### config.mk
export PLATFORM = sky130hd
export DESIGN_NAME = operand_issue
export DESIGN_NICKNAME = d
export VERILOG_FILES = /design/src/rtl/operand_issue.sv
export SDC_FILE = /design/constraint.sdc
export NUM_CORES = 1
export LEC_CHECK = 0
export ABC_CLOCK_PERIOD_IN_PS = 1400
export CORE_UTILIZATION = 49
export CTS_BUF_LIST = sky130_fd_sc_hd__clkbuf_4 sky130_fd_sc_hd__clkbuf_8
export DETAILED_ROUTE_END_ITERATION = 8
export PLACE_DENSITY = 0.89
export SKIP_CTS_REPAIR_TIMING = 1
export SYNTH_ARGS = -nofsm -noshare
export SYNTH_HDL_FRONTEND = slang
export SYNTH_SLANG_ARGS = --single-unit
### constraint.sdc
create_clock -name clk -period 1.4 [get_ports clk]
set_clock_uncertainty 0.05 [all_clocks]
set_input_delay 0.42 -clock clk [delete_from_list [all_inputs] [get_ports clk]]
set_output_delay 0.42 -clock clk [all_outputs]
set_load 0.01 [all_outputs]
### src/rtl/operand_issue.sv
// operand_issue: 4x4-bit register file feeding an external shift-right unit through an IDLE/READ/EXEC/WB FSM;
// instr_ready only in IDLE, RF write 3 edges after accept. `OPERAND_ISSUE_BYPASS_EN forwards same-edge external writes into operands.
module operand_issue (
   input  logic       clk,
   input  logic       rst,
   input  logic       instr_valid,
   output logic       instr_ready,
   input  logic [6:0] instr,
   output logic       alu_en,
   output logic [3:0] alu_rd1,
   output logic [3:0] alu_rd2,
   input  logic [3:0] alu_result,
   input  logic       wr_en,
   input  logic [1:0] wr_addr,
   input  logic [3:0] wr_data,
   input  logic [1:0] rf_raddr,
   output logic [3:0] rf_rdata,
   output logic       done
);
   typedef enum logic [1:0] {IDLE, READ, EXEC, WB} state_t;

   state_t     state_q;
   logic [6:0] instr_q;
   logic [3:0] rf_q [4];
   logic [3:0] wb_q;
   logic [3:0] rd1_q, rd2_q;
   logic       ready_q, alu_en_q, done_q;
   logic [3:0] opnd1_d, opnd2_d;
   logic       op;
   logic [1:0] rd, rs1, rs2;
   logic       wb_hits_ext;

   assign op  = instr_q[6];
   assign rd  = instr_q[5:4];
   assign rs1 = instr_q[3:2];
   assign rs2 = instr_q[1:0];

   // The writeback owns the register when both ports target it on the same edge.
   assign wb_hits_ext = (state_q == WB) && (wr_addr == rd);

   always_comb begin
      opnd1_d = rf_q[rs1];
      opnd2_d = rf_q[rs2];
`ifdef OPERAND_ISSUE_BYPASS_EN
      if (wr_en && (wr_addr == rs1)) opnd1_d = wr_data;
      if (wr_en && (wr_addr == rs2)) opnd2_d = wr_data;
`endif
   end

   always_ff @(posedge clk or posedge rst) begin
      if (rst) begin
         state_q  <= IDLE;
         instr_q  <= '0;
         wb_q     <= '0;
         rd1_q    <= '0;
         rd2_q    <= '0;
         ready_q  <= 1'b1;
         alu_en_q <= 1'b0;
         done_q   <= 1'b0;
         for (int i = 0; i < 4; i++) rf_q[i] <= '0;
      end else begin
         if (wr_en && !wb_hits_ext) rf_q[wr_addr] <= wr_data;
         case (state_q)
            IDLE: begin
               if (instr_valid) begin
                  instr_q <= instr;
                  ready_q <= 1'b0;
                  state_q <= READ;
               end
            end
            READ: begin
               rd1_q    <= opnd1_d;
               rd2_q    <= opnd2_d;
               alu_en_q <= op;
               state_q  <= EXEC;
            end
            EXEC: begin
               wb_q     <= op ? alu_result : rd1_q;
               alu_en_q <= 1'b0;
               done_q   <= 1'b1;
               state_q  <= WB;
            end
            WB: begin
               rf_q[rd] <= wb_q;
               done_q   <= 1'b0;
               ready_q  <= 1'b1;
               state_q  <= IDLE;
            end
         endcase
      end
   end

   assign instr_ready = ready_q;
   assign alu_en      = alu_en_q;
   assign alu_rd1     = rd1_q;
   assign alu_rd2     = rd2_q;
   assign done        = done_q;
   assign rf_rdata    = rf_q[rf_raddr];
endmodule

==> impl_metrics.yaml <==
status:
  outcome: "finished with violations"
  failed_checks: "negative setup slack"
detailed_routing:
  routedWlPerCell_um: 17.71
  postRouteAntennaNets: 0
  drc: 0
  drt-initial-drc-count: 96
  vias: 1792
  vias_per_cell: 5.531
  wl_mm: 5.739
  firstDrtPassIters: 4
layout:
  layout-drive-gt1-share: 0.3613
  final_util: 0.7558
  nFillCells: 289
  area_delta_synth_final_pct: 45.03
  finalInstanceArea_um2: 3067
  final_cell_mix: "buf_4, dfrtp_1, mux2i_1, nor2_1, a21oi_1"
  fin_cells: 324
  final_common_cell: "buf_4"
  antennaDiodeCount: 0
  final_nets: 300
cts:
  worstSkewPairLatency_ns: 0.29
  cts_tree: "done"
  cts.clk_slew.worst_paths_ns: 0.08
  cts_sinks: 40
  ctsLongestPathBuffers: 2
  numCtsBuffers: 5
  h-tree-depth: 2
  root_buffer: "clkbuf_8"
synth:
  syn-cell-area_um2: 2115
  syn-num-nets: 218
  yosysTopAreaCell: "dfrtp_1"
  ys_seq_area_frac: 0.4740
  synth.area.top_cells: "dfrtp_1, mux2i_1, mux2_2"
  ys_ff_latch: 40
  yosysWarnings: 0
  synth.distinct_cells: 22
  avgSynthCellArea_um2: 11.07
  synth_cells: 191
  yosysTopAreaCellShare: 0.4615
sta:
  period_share: 1.273
  setup_ws_ns: -0.3823
  max_freq_mhz: 561.1
  rsz0062_at_grt: "true"
  fin_crit_ns: 1.782
  hold_viol: 0
  fin_setup_tns_ns: -1.650
  max_slew_margin: 0.7461
  worst_slew_pin_slew_ns: 0.3809
  setup_viol: 10
  final_max_slew_viol_count: 0
  whs_ns: 0.4326
setup_path:
  r2r_end: "rf_q[14]"
  cp_data_required_time_ns: 0.93
  timing.critical_path.to: "rf_rdata[0]"
  cp.arrival_ns: 1.31
  r2r-start: "state_q[0]"
  crit_path_max_fanout: 2
  r2r_slack_ns: -0.06
  end_kind: "output pin"
  criticalPathCategory: "reg2out"
  r2r_cells: 5
  cp-startpoint: "rf_q[12]"
  startpoint_type: "flip-flop"
floorplan:
  die-area_um2: 4582
  die_y_um: 67.69
  row_count: 23
  die_w_um: 67.69
  core_um2: 4058
  initial_core_util: 0.5211
  io_pins: 38
placement:
  place_congestion: 0.8612
  dpl_cell_area_um2: 2806
  io_buffers: 37
  place_hpwl_mm: 4.008
  dp.cells: 308
power:
  switching_share: 0.3795
  leakage_nw: 1.515
  p_seq_frac: 0.345
  worst_ir_drop_vdd_v: 0.001309
  power_frac_comb: 0.537
  power.switching_mw: 2.596
  powerDensity_nw_per_um2: 2231
  p_int_mw: 4.245
  clockPowerShare: 0.118
global_routing:
  antenna_found_initial: 0
  grt_max_degree: 41
  grt_pass1_wl_mm: 8.231
  grt_pass1_vias: 1740
  grt_usage: 0.2564
  overflow: 0
min_path:
  hold_class: "in2async"
flow_run:
  max_cap_viol_count: 0
## logic make-up (layout without fill, tap and decap cells)
logic type	after synthesis	after routing	share of synthesized area
AOI/OAI and AO/OA	32	32	0.09704
adders and majority gates	4	4	0.02367
buffers and inverters	18	101	0.03372
DFF	40	40	0.4740
muxes	47	47	0.2550
and+or+nand+nor	50	50	0.1166
## worst min-delay path by stage
stage	start	slack, ns	endpoint	cells past startpoint
3_3_place_gp	done	0.43	done	2
5_1_grt	rst	0.45	alu_rd1[2]	3
3_5_place_dp	done	0.45	done	2
6_report	rst	0.43	instr_q[2]	3
4_1_cts	rst	0.44	instr_q[2]	3
2_1_floorplan	instr_q[0]	0.45	instr_q[0]	1
## cell usage after synthesis
cell and n:
dfrtp_1 39, mux4_2 4, o21ai_0 2, nand2b_1 1
dfstp_2 1, buf_2 3, nor2_1 22, mux2_2 15
clkbuf_1 3, nand3_1 2, a21oi_1 18, mux2i_1 28
ha_1 4, a21oi_2 4, or3b_1 1, nor2_2 4
nor3b_4 1, nor2b_1 2, nand3b_1 5, inv_1 12
nand2_1 12, o221ai_1 8
## layout make-up
type,count,area [um2],area share
clock buffers,6,82.58,0.02693
clock inverters,2,10.01,0.003264
multi-input cells,133,1124,0.3664
flip-flops and latches,40,1003,0.3272
repair buffers,81,739.5,0.2411
well taps,50,62.56,0.02040
inverters,12,45.04,0.01469
## per-layer routing
layer	GRT usage	vias to the layer above	share of wire	wire length, um
met1	0.3029	875	0.40	2293
li1	-	840	-	-
met5	0	-	0	0
met3	0.06250	13	0.043	247
met4	0.1170	0	0.030	175
met2	0.4356	64	0.53	3023
## worst max-delay path, stage by stage (launching register included)
cell,delay [ns]
dfrtp_1,0.40
mux4_2,0.47
clkbuf_2,0.15
## stage by stage
stage / worst slack, ns / total power, mW
2_1_floorplan: -0.004843 / 4.020
3_3_place_gp: -1.150 / 5.514
3_5_place_dp: -1.136 / 5.689
4_1_cts: -1.155 / 6.522
5_1_grt: -0.4141 / 7.261
6_report: -0.3823 / 6.841
## power by group through the flow
stage | Clock (mW) | Sequential (mW) | Combinational (mW)
2_1_floorplan | 0 | 2.23 | 1.79
3_3_place_gp | 0 | 2.29 | 3.23
3_5_place_dp | 0 | 2.33 | 3.36
4_1_cts | 0.815 | 2.31 | 3.40
5_1_grt | 0.859 | 2.42 | 3.98
6_report | 0.806 | 2.36 | 3.67
## sequential cells by signal, summed over array words and instances (netlist names)
signal and cells:
alu_rd2 4, done 1, instr_ready 1, alu_rd1 4, instr_q 7, state_q 2, wb_q 4, rf_q 16
alu_en 1
(Power assumes the default switching activity.)
